### config.mk
export PLATFORM = sky130hd
export DESIGN_NAME = retire_tracker
export DESIGN_NICKNAME = d
export VERILOG_FILES = /design/src/rtl/retire_tracker.sv
export SDC_FILE = /design/constraint.sdc
export NUM_CORES = 1
export LEC_CHECK = 0
export ABC_AREA = 1
export ABC_CLOCK_PERIOD_IN_PS = 3400
export CORE_MARGIN = 2
export CORE_UTILIZATION = 32
export CTS_CLUSTER_SIZE = 30
export DETAILED_ROUTE_END_ITERATION = 7
export HOLD_SLACK_MARGIN = 0.12
export SLEW_MARGIN = 10
export SYNTH_ARGS = -nofsm -noshare
export SYNTH_HDL_FRONTEND = slang
export SYNTH_SLANG_ARGS = --single-unit
### constraint.sdc
create_clock -name CLK -period 3.4 [get_ports CLK]
set_input_delay 0.85 -clock CLK [delete_from_list [all_inputs] [get_ports CLK]]
set_output_delay 0.85 -clock CLK [all_outputs]
set_load 0.01 [all_outputs]
### src/rtl/retire_tracker.sv
// Shadow IF/ID/EX/MEM/WB tracker: mirrors instruction flow through the pipeline,
// reports retiring opcodes and hazard events, and flags program completion.
module retire_tracker #(
  parameter logic [3:0]  NOP_OP       = 4'b1111,
  parameter int unsigned DRAIN_CYCLES = 4
) (
  input  logic       CLK,
  input  logic       RST,
  input  logic [3:0] if_op,
  input  logic       if_valid,
  input  logic       stall,
  input  logic       kill,
  input  logic       prog_end,
  output logic [3:0] ev_op,
  output logic       ev_stall,
  output logic       ev_kill,
  output logic       done
);

  localparam int CNT_W = $clog2(DRAIN_CYCLES + 1);
  typedef logic [CNT_W-1:0] cnt_t;
  localparam cnt_t DRAIN_MAX = cnt_t'(DRAIN_CYCLES);

  // Empty-pipeline counter: cleared by any live instruction, saturates at DRAIN_MAX.
  function automatic cnt_t drain_sat(input cnt_t cnt, input logic armed, input logic busy);
    if (busy)
      return '0;
    else if (!armed || cnt == DRAIN_MAX)
      return cnt;
    else
      return cnt + cnt_t'(1);
  endfunction

  logic       vld_p0, vld_p1, vld_p2, vld_p3;
  logic [3:0] id_op_p0, ex_op_p1, mem_op_p2, wb_op_p3;
  logic       end_flag;
  cnt_t       drain_cnt;
  cnt_t       drain_nxt;
  logic       busy;

  assign busy      = vld_p0 | vld_p1 | vld_p2 | vld_p3 | if_valid;
  assign drain_nxt = drain_sat(drain_cnt, end_flag, busy);

  // WB op is stored already masked, so ev_op comes straight off a flop.
  assign ev_op = wb_op_p3;

  always_ff @(posedge CLK or posedge RST) begin
    if (RST) begin
      vld_p0    <= 1'b0;
      vld_p1    <= 1'b0;
      vld_p2    <= 1'b0;
      vld_p3    <= 1'b0;
      id_op_p0  <= NOP_OP;
      ex_op_p1  <= NOP_OP;
      mem_op_p2 <= NOP_OP;
      wb_op_p3  <= NOP_OP;
      ev_stall  <= 1'b0;
      ev_kill   <= 1'b0;
      end_flag  <= 1'b0;
      drain_cnt <= '0;
      done      <= 1'b0;
    end else begin
      // IF -> ID -> EX: stall holds ID and bubbles EX; kill squashes only when not stalled
      if (!stall) begin
        vld_p0   <= if_valid & ~kill;
        id_op_p0 <= kill ? NOP_OP : if_op;
        vld_p1   <= vld_p0;
        ex_op_p1 <= id_op_p0;
      end else begin
        vld_p1   <= 1'b0;
        ex_op_p1 <= NOP_OP;
      end
      // EX -> MEM -> WB
      vld_p2    <= vld_p1;
      mem_op_p2 <= ex_op_p1;
      vld_p3    <= vld_p2;
      wb_op_p3  <= vld_p2 ? mem_op_p2 : NOP_OP;
      ev_stall  <= stall;
      ev_kill   <= kill;
      end_flag  <= end_flag | prog_end;
      drain_cnt <= drain_nxt;
      if (drain_nxt == DRAIN_MAX && end_flag)
        done <= 1'b1;
    end
  end

endmodule

==> qor.yml <==
status: "complete, no violations"
rows: 20
die_h_um: 60.3
tritoncts: "done"
root_buffer: "clkbuf_4"
diodes: 0
nets: 126
hold_viol: 0
totalWireLength_um: 1420
track_usage: 0.0884
max-slew-margin-rel: 0.373
ys_ff_latch: 27
setup_viol: 0
syn_avg_cell_area_um2: 10.9
synth_top_area_frac: 0.414
p_comb_frac: 0.103
post_drt_wl_per_cell_um: 9.03
p_per_area_mw_per_mm2: 429
netlist_instances: 93
rsz0062_at_grt: "false"
ios: 17
syn_nets: 105
fin_skew_ns: 0.0125
async_reset_ff_frac: 1.00
layout-drive-gt1-share: 0.265
power_leakage_nw: 0.576
syn2layout_area_growth_pct: 24.0
cts_setup_buffers: 0
path_cells: "clkdlybuf4s50_1"
critPathSlowestCell: "dfstp_2"
cts_max_level: 1
synth_cell_types: 15
period_minus_slack_ns: 2.24
die_area_mm2: 0.00364
total_power_mw: 0.540
syn-cell-area_mm2: 0.00101
ys.flop_type: "dfstp_2"
die_w_um: 60.3
fin_crit_sh: 0.659
yosys.area.top_type: "dfstp_2"
numClockSinks: 27
maxSlewViolCount: 0
grt_pass1_vias: 557
dp_hpwl_um: 1090
drc: 0
synth.area.top_cells: "dfstp_2 41%, dfrtp_1 27%, inv_1 6.7%"
intPower_mw: 0.414
initialDrtViolationCount: 4
worst-setup-path-type: "reg -> out"
grt_pass1_wl_um: 2300
synth_common_cells: "18 x inv_1, 18 x nand2_1, 16 x dfstp_2"
clk_pin_slew_worst_paths_ns: 0.15
vias_per_cell: 3.91
cpLargestDelayFamily: "flip-flops"
cap_violations: 0
clock_path_buffers: 2
swShare: 0.234
fp.coreArea_mm2: 0.00303
arrival_ns: 1.39
insertion_delay_ns: 0.32
drt_first_pass_iters: 4
grt_max_degree: 28
vias: 614
place_congestion: 0.686
start_util: 0.335
cp_max_fo: 1
fillCellCount: 307
overflow: 0
p_seq_frac: 0.646
cts_resized: 0
tightest_slew_ns: 0.939
antenna_left: 0
multi_input_area_um2: 251
critPathLaunchType: "flip-flop"
yosysWarnings: 0
postCtsHoldBufs: 0
regArea_um2: 696
p_sw_mw: 0.126
antenna_found_initial: 0
worst_path_largest_cell_delay_ns: 0.55
p_clk_frac: 0.251
io_buffer_count: 16
max_clock_freq_mhz: 446
cp.required_ns: 2.55
numCtsBuffers: 3
synth_edf_count: 0
yosysSeqAreaShare: 0.686
tns_ns: 0
peakVddDrop_mv: 0.186
crit_buf_inv: 1
crit_path_end_kind: "output port"
hold_path_class: "reg -> reg"
worst paths after layout:
path	start	to	slack, ns	cells past startpoint
max in group asynchronous	RST	drain_cnt[0]$_DFF_PP0_	1.79	2
worst min-delay path	ex_op_p1[3]$_DFF_PP1_	mem_op_p2[3]$_DFF_PP1_	0.37	0
worst max-delay path	ev_op[2]$_DFF_PP1_	ev_op[2]	1.16	1
min in group asynchronous	RST	done$_DFFE_PP0P_	1.04	2
worst min register to register	ex_op_p1[3]$_DFF_PP1_	mem_op_p2[3]$_DFF_PP1_	0.37	0
worst max register to register	drain_cnt[0]$_DFF_PP0_	done$_DFFE_PP0P_	2.12	9
final cells by class:
class / count / share of cell area
tap: 44 / 0.0437
clock inverter: 1 / 0.00497
sequential: 27 / 0.553
inverter: 18 / 0.0537
clock buffer: 3 / 0.0179
timing repair buffer: 16 / 0.127
multi-input combinational: 48 / 0.200
metrics by stage:
step                instance area [µm²]  std cells  setup WS (ns)   util  hold slack [ns]
floorplan                          1010         93           2.02      -            0.345
global placement                   1230        153           1.39  0.406            0.347
detailed placement                 1230        153           1.35  0.406            0.347
CTS                                1260        157           1.14  0.416            0.367
global route                       1260        157           1.10  0.416            0.370
finish                             1260        157           1.16  0.416            0.366
metal layers:
layer / vias to the layer above / wire length, µm / GRT usage
li1: 318 / - / -
met1: 278 / 618 / 0.0977
met2: 16 / 699 / 0.152
met3: 2 / 91 / 0.0195
met4: 0 / 8 / 0.0571
met5: - / 0 / 0
layout by cell type (no fill, tap or decap):
cell type	Yosys	final
clkdlybuf4s50_1	0	16
nor2_1	8	8
a21oi_1	5	5
or2_2	5	5
or2_1	1	1
inv_1	18	18
nand2_1	18	18
clkbuf_4	0	3
o21ai_2	1	1
dfrtp_1	11	11
nand3_1	3	3
nor2_4	1	1
dfstp_2	16	16
nand2_2	2	2
a211oi_2	1	1
ha_1	2	2
inv_4	0	1
o22ai_1	1	1
power groups by stage:
stage               Clock (mW)  Combinational [mW]  Sequential [mW]
finish                   0.136              0.0556            0.349
CTS                      0.144              0.0570            0.349
global placement             0              0.0549            0.354
floorplan                    0              0.0341            0.354
detailed placement           0              0.0569            0.355
global route             0.156              0.0637            0.351
logic make-up (layout without fill, tap and decap cells):
group	count (synthesis)	count (layout)	share of synthesized area
simple gates	38	38	0.171
buf+inv	18	38	0.0666
flops	27	27	0.686
fa+ha+maj	2	2	0.0247
compound gates	8	8	0.0518
registers in the layout, summed over array words and instances, names as in the netlist, 3 cells and up:
name and count:
ev_op 4, drain_cnt 3, ex_op_p1 4, mem_op_p2 4, id_op_p0 4
(Power assumes the default switching activity.)
